File: config.mk
export PLATFORM = sky130hd
export DESIGN_NAME = serial_sub_flat
export DESIGN_NICKNAME = d
export VERILOG_FILES = /design/src/rtl/serial_sub_pkg.sv /design/src/rtl/serial_sub_if.sv /design/src/rtl/serial_sub_full_sub.sv /design/src/rtl/serial_sub.sv /design/src/flat_wrapper.sv
export SDC_FILE = /design/constraint.sdc
export NUM_CORES = 1
export LEC_CHECK = 0
export BUFFER_PORTS_ARGS = -buffer_cell sky130_fd_sc_hd__buf_2
export CAP_MARGIN = 20
export CORE_MARGIN = 1.5
export CORE_UTILIZATION = 45
export CTS_CLUSTER_SIZE = 12
export DETAILED_ROUTE_END_ITERATION = 8
export PLACE_DENSITY = 0.72
export SLEW_MARGIN = 20
export SYNTH_ARGS = -nofsm -noshare
export SYNTH_HDL_FRONTEND = slang
export SYNTH_SLANG_ARGS = --single-unit
File: constraint.sdc
create_clock -name clk -period 3.1 [get_ports clk]
set_input_delay 0.31 -clock clk [delete_from_list [all_inputs] [get_ports clk]]
set_output_delay 0.31 -clock clk [all_outputs]
set_load 0.02 [all_outputs]
File: src/rtl/serial_sub_pkg.sv
// Shared types and defaults for the bit-serial subtractor.
package serial_sub_pkg;
  typedef enum logic [1:0] {IDLE, RUN, DONE} state_t;
  localparam int SERIAL_SUB_W_DEFAULT = 8;
endpackage

File: src/rtl/serial_sub_if.sv
// Operand/result handshake bundle for serial_sub; the ovf signal exists only with SERIAL_SUB_OVF_EN.
interface serial_sub_if #(parameter int W = serial_sub_pkg::SERIAL_SUB_W_DEFAULT);
  logic         in_valid;
  logic         in_ready;
  logic [W-1:0] a;
  logic [W-1:0] b;
  logic         out_valid;
  logic         out_ready;
  logic [W-1:0] diff;
  logic         borrow;
`ifdef SERIAL_SUB_OVF_EN
  logic         ovf;

  modport master (output in_valid, a, b, out_ready,
                  input  in_ready, out_valid, diff, borrow, ovf);
  modport slave  (input  in_valid, a, b, out_ready,
                  output in_ready, out_valid, diff, borrow, ovf);
`else
  modport master (output in_valid, a, b, out_ready,
                  input  in_ready, out_valid, diff, borrow);
  modport slave  (input  in_valid, a, b, out_ready,
                  output in_ready, out_valid, diff, borrow);
`endif
endinterface

File: src/rtl/serial_sub_full_sub.sv
// Combinational one-bit full subtractor: d = a - b - bi, bo = borrow out.
module full_sub (
  input  logic a,
  input  logic b,
  input  logic bi,
  output logic d,
  output logic bo
);
  assign d  = a ^ b ^ bi;
  assign bo = (~a & b) | (~(a ^ b) & bi);
endmodule

File: src/rtl/serial_sub.sv
// Bit-serial LSB-first subtractor diff = a - b behind valid/ready ports.
// Optional signed-overflow output enabled by defining SERIAL_SUB_OVF_EN.
module serial_sub
  import serial_sub_pkg::*;
#(
  parameter int W = SERIAL_SUB_W_DEFAULT
) (
  input logic       clk,
  input logic       rst_n,
  serial_sub_if.slave bus
);
  localparam int CNT_W = $clog2(W);

  state_t           state, state_nx;
  logic [W-1:0]     a_sh, b_sh, diff_q;
  logic [CNT_W-1:0] cnt;
  logic             bor, borrow_q;
  logic             d, bo;
  logic             in_ready, out_valid, accept, last;
`ifdef SERIAL_SUB_OVF_EN
  logic             sa, sb, ovf_q;
`endif

  full_sub u_full_sub (
    .a  (a_sh[0]),
    .b  (b_sh[0]),
    .bi (bor),
    .d  (d),
    .bo (bo)
  );

  assign accept = bus.in_valid && in_ready;
  assign last   = (cnt == CNT_W'(W - 1));

  always_ff @(posedge clk or negedge rst_n) begin
    if (!rst_n) state <= IDLE;
    else        state <= state_nx;
  end

  always_comb begin
    state_nx  = state;
    in_ready  = 1'b0;
    out_valid = 1'b0;
    case (state)
      IDLE: begin
        in_ready = 1'b1;
        if (bus.in_valid) state_nx = RUN;
      end
      RUN:  if (last) state_nx = DONE;
      DONE: begin
        out_valid = 1'b1;
        if (bus.out_ready) state_nx = IDLE;
      end
      default: state_nx = IDLE;
    endcase
  end

  // Difference bits enter at the MSB so bit i settles at diff[i] after W shifts.
  always_ff @(posedge clk or negedge rst_n) begin
    if (!rst_n) begin
      a_sh     <= '0;
      b_sh     <= '0;
      diff_q   <= '0;
      cnt      <= '0;
      bor      <= 1'b0;
      borrow_q <= 1'b0;
`ifdef SERIAL_SUB_OVF_EN
      sa       <= 1'b0;
      sb       <= 1'b0;
      ovf_q    <= 1'b0;
`endif
    end else if (accept) begin
      a_sh <= bus.a;
      b_sh <= bus.b;
      cnt  <= '0;
      bor  <= 1'b0;
`ifdef SERIAL_SUB_OVF_EN
      sa   <= bus.a[W-1];
      sb   <= bus.b[W-1];
`endif
    end else if (state == RUN) begin
      a_sh   <= a_sh >> 1;
      b_sh   <= b_sh >> 1;
      diff_q <= {d, diff_q[W-1:1]};
      bor    <= bo;
      cnt    <= cnt + 1'b1;
      if (last) begin
        borrow_q <= bo;
`ifdef SERIAL_SUB_OVF_EN
        // The final d is the result sign bit.
        ovf_q    <= (sa != sb) && (d != sa);
`endif
      end
    end
  end

  assign bus.in_ready  = in_ready;
  assign bus.out_valid = out_valid;
  assign bus.diff      = diff_q;
  assign bus.borrow    = borrow_q;
`ifdef SERIAL_SUB_OVF_EN
  assign bus.ovf       = ovf_q;
`endif
endmodule

File: src/flat_wrapper.sv
// flat-port wrapper written by rule: the top's interface ports become plain ports
module serial_sub_flat import serial_sub_pkg::*;
#(
  parameter int W = SERIAL_SUB_W_DEFAULT
)
  (clk, rst_n, bus_in_valid, bus_a, bus_b, bus_out_ready, bus_in_ready, bus_out_valid, bus_diff, bus_borrow);
  serial_sub_if #(.W(W)) bus_i ();
  input logic clk;
  input logic rst_n;
  input wire logic [$bits(bus_i.in_valid)-1:0] bus_in_valid;
  input wire logic [$bits(bus_i.a)-1:0] bus_a;
  input wire logic [$bits(bus_i.b)-1:0] bus_b;
  input wire logic [$bits(bus_i.out_ready)-1:0] bus_out_ready;
  output wire logic [$bits(bus_i.in_ready)-1:0] bus_in_ready;
  output wire logic [$bits(bus_i.out_valid)-1:0] bus_out_valid;
  output wire logic [$bits(bus_i.diff)-1:0] bus_diff;
  output wire logic [$bits(bus_i.borrow)-1:0] bus_borrow;
  assign bus_i.in_valid = bus_in_valid;
  assign bus_i.a = bus_a;
  assign bus_i.b = bus_b;
  assign bus_i.out_ready = bus_out_ready;
  assign bus_in_ready = bus_i.in_ready;
  assign bus_out_valid = bus_i.out_valid;
  assign bus_diff = bus_i.diff;
  assign bus_borrow = bus_i.borrow;
  serial_sub #(.W(W)) u_core (.clk(clk), .rst_n(rst_n), .bus(bus_i));
endmodule
==> results.md <==
* Outcome: finished, violations left
* Failing checks: design-rule violations
* CP startpoint kind: flip-flop
* Fmax at 565 MHz
* Final-report setup violation count at 0
* Antenna Nets Post-Route at 0
* # rows at 19
* Vias at 1043
* Vias per cell at 5.83
* Max_cap viols at 0
* Worst Path Arrival at 1.97 ns
* Synth top cells by count: dfrtp_1, o22ai_1, a21oi_1, buf_2, mux2_2
* Clock Skew at 0.00390 ns
* Die X at 57.8 um
* RD Place Congestion at 0.761
* Syn Inst Count at 118
* Asr flop ratio synth at 1.00
* Synth area leader: dfrtp_1
* Peak VDD IR at 0.000513 V
* Buffers on Ports at 30
* Seq/Total Area, Yosys at 0.574
* Ports at 31
* Maximum fanout along the worst path at 21
* Worst Hold Class: input port to asynchronous set/reset pin
* Mapped cell area at 1350 sq um
* Post-synth EDFFs at 0
* GRT overflow at 0
* Worst Setup End Kind: flip-flop
* Num CTS Buffers at 5
* Cts hold-fix bufs at 0
* Largest net degree at the start of global routing at 32
* PwrDens at 1050 nW/um^2
* TritonRoute pass-1 iters at 6
* Placed Instances at 171
* Share of layout cells above drive strength 1 at 0.304
* Ys Warns at 0
* Post-synth cell types at 25
* Final hold violations at 0
* Post-synth net total at 141
* Overall routed net length at 2660 um
* CTS resizes at 0
* Worst Setup Path Type: flip-flop to flip-flop
* DR WL/cell at 14.9 um
* CTS root buf: clkbuf_4
* Vias in the first global route at 1067
* Synth Flop Type: dfrtp_1
* # Post-CTS Setup Buffers at 0
* Ranking of synthesized cells by area: dfrtp_1, o22ai_1, mux2_2
* Max Slew Vio Count at 0
* Yosys top cell area share at 0.574
* P&R area growth vs syn at 14.4%
* Slew headroom at 0.448
* Final std cells w/o fill at 179
* Avg Cell Area, Syn at 11.5 sq um
* # diodes at 0
* Slew @ Worst Pin at 0.828 ns
* Count of state elements after synthesis at 31
* Initial Util at 0.482
* CTS tree: yes
* DR iter-0 viols at 28
* Fin crit period at 1.77 ns
* Final nets at 170
* DP Wirelength at 1830 um
* CTS Sinks at 31
* R2R Setup Slk at 1.33 ns
* Leading cell type by number of instances after synthesis: dfrtp_1
* H-tree depth reported by CTS at 2
* Clock latency on the worst-skew pair at 0.32 ns
* Chip Height at 57.8 um
* RSZ-0062 raised after global routing: false
* Setup TNS at 0 ns
* Global-route wire length before repair at 4640 um
* Total Routing Usage GR at 0.184
* Leakage at 0.706 nW
* Core region area at 2810 sq um
* Clock Pin Slew Worst Setup and Hold Paths at 0.09 ns
* DRC at 2
* Clk buf depth at 2
* Initial antenna violation count at 0
* Die area at 3340 sq um
* Final worst path period share at 0.571
* Worst endpoint required time at 3.30 ns
-- placed cells by master (no fill, tap or decap) --
cell type	netlist	layout
nand2_1	4	4
a2bb2oi_1	3	3
o22ai_1	24	24
nor2b_1	1	1
inv_2	2	2
o21ai_1	2	2
nand2b_1	3	3
nand3b_1	2	2
clkinv_2	0	1
inv_1	2	2
mux2_2	5	5
nor2_2	1	1
fa_1	1	1
o21ai_0	4	4
nor2_1	4	4
o21bai_1	1	1
buf_2	5	30
o31ai_1	1	1
mux2_1	3	3
clkbuf_4	0	5
clkbuf_1	1	2
a22o_1	2	2
dfrtp_1	31	31
ha_1	2	2
o221a_2	1	1
a21oi_1	11	11
-- final timing paths --
path	start	to	cells past startpoint
max reg2reg	u_core.state[1]$_DFFE_PN0P_	u_core.bus.diff[5]$_DFFE_PN0P_	2
min in group clk	bus_out_ready	u_core.state[1]$_DFFE_PN0P_	2
min reg2reg	u_core.bus.borrow$_DFFE_PN0P_	u_core.bus.borrow$_DFFE_PN0P_	2
max	u_core.state[1]$_DFFE_PN0P_	u_core.bus.diff[5]$_DFFE_PN0P_	2
max in group asynchronous	rst_n	u_core.state[0]$_DFFE_PN0P_	1
min	rst_n	u_core.bus.diff[0]$_DFFE_PN0P_	1
-- worst max-delay path, cell delays in order (launching register included) --
cell and delay [ns]:
dfrtp_1 0.53, nand2b_1 0.70, mux2_2 0.42
-- layer usage --
| layer | track usage | vias to the layer above | wire length, um |
|---|---|---|---|
| met5 | 0 | - | 0 |
| met4 | 0.0731 | 0 | 49 |
| met3 | 0.0625 | 7 | 163 |
| met2 | 0.295 | 35 | 1320 |
| met1 | 0.229 | 502 | 1130 |
| li1 | - | 499 | - |
-- flip-flops by register name (all words and copies together), names as in the netlist --
| name | count |
|---|---|
| u_core.a_sh | 8 |
| u_core.b_sh | 8 |
| u_core.bor | 1 |
| u_core.bus.borrow | 1 |
| u_core.bus.diff | 8 |
| u_core.cnt | 3 |
| u_core.state | 2 |
-- power by group --
group / leakage (nW) / internal [W] / switching (W)
clock: 0.0293 / 0.0000883 / 0.000127
combinational: 0.306 / 0.000312 / 0.000355
sequential: 0.371 / 0.000598 / 0.000143
total: 0.706 / 0.000998 / 0.000625
-- through the flow --
| step | utilization | power [W] | cell area, sq um | worst slack [ns] | hold slack [ns] |
|---|---|---|---|---|---|
| finish | 0.551 | 0.00162 | 1550 | 1.33 | 0.0193 |
| global route | 0.551 | 0.00177 | 1550 | 1.24 | 0.0449 |
| CTS | 0.551 | 0.00164 | 1550 | 1.35 | 0.0207 |
| detailed placement | 0.533 | 0.00142 | 1500 | 1.36 | 0.383 |
| global placement | 0.533 | 0.00138 | 1500 | 1.42 | 0.379 |
| floorplan | - | 0.00124 | 1350 | 1.83 | 0.0144 |
-- final cells by class --
cell class / count / area, sq um
clock buffer: 7 / 45.0
inverter: 4 / 15.0
multi-input combinational: 75 / 517
fill: 247 / 1260
clock inverter: 1 / 5.00
timing repair buffer: 30 / 150
sequential: 31 / 776
tap: 31 / 38.8
-- cells by family after synthesis --
kind of cell,synth area share
AND/OR/NAND/NOR,0.0565
buffers and inverters,0.0435
adder cells (fa/ha/maj),0.0333
flip-flops,0.574
multiplexers,0.0667
AO/OA/AOI/OAI,0.226
(Power assumes the default switching activity.)
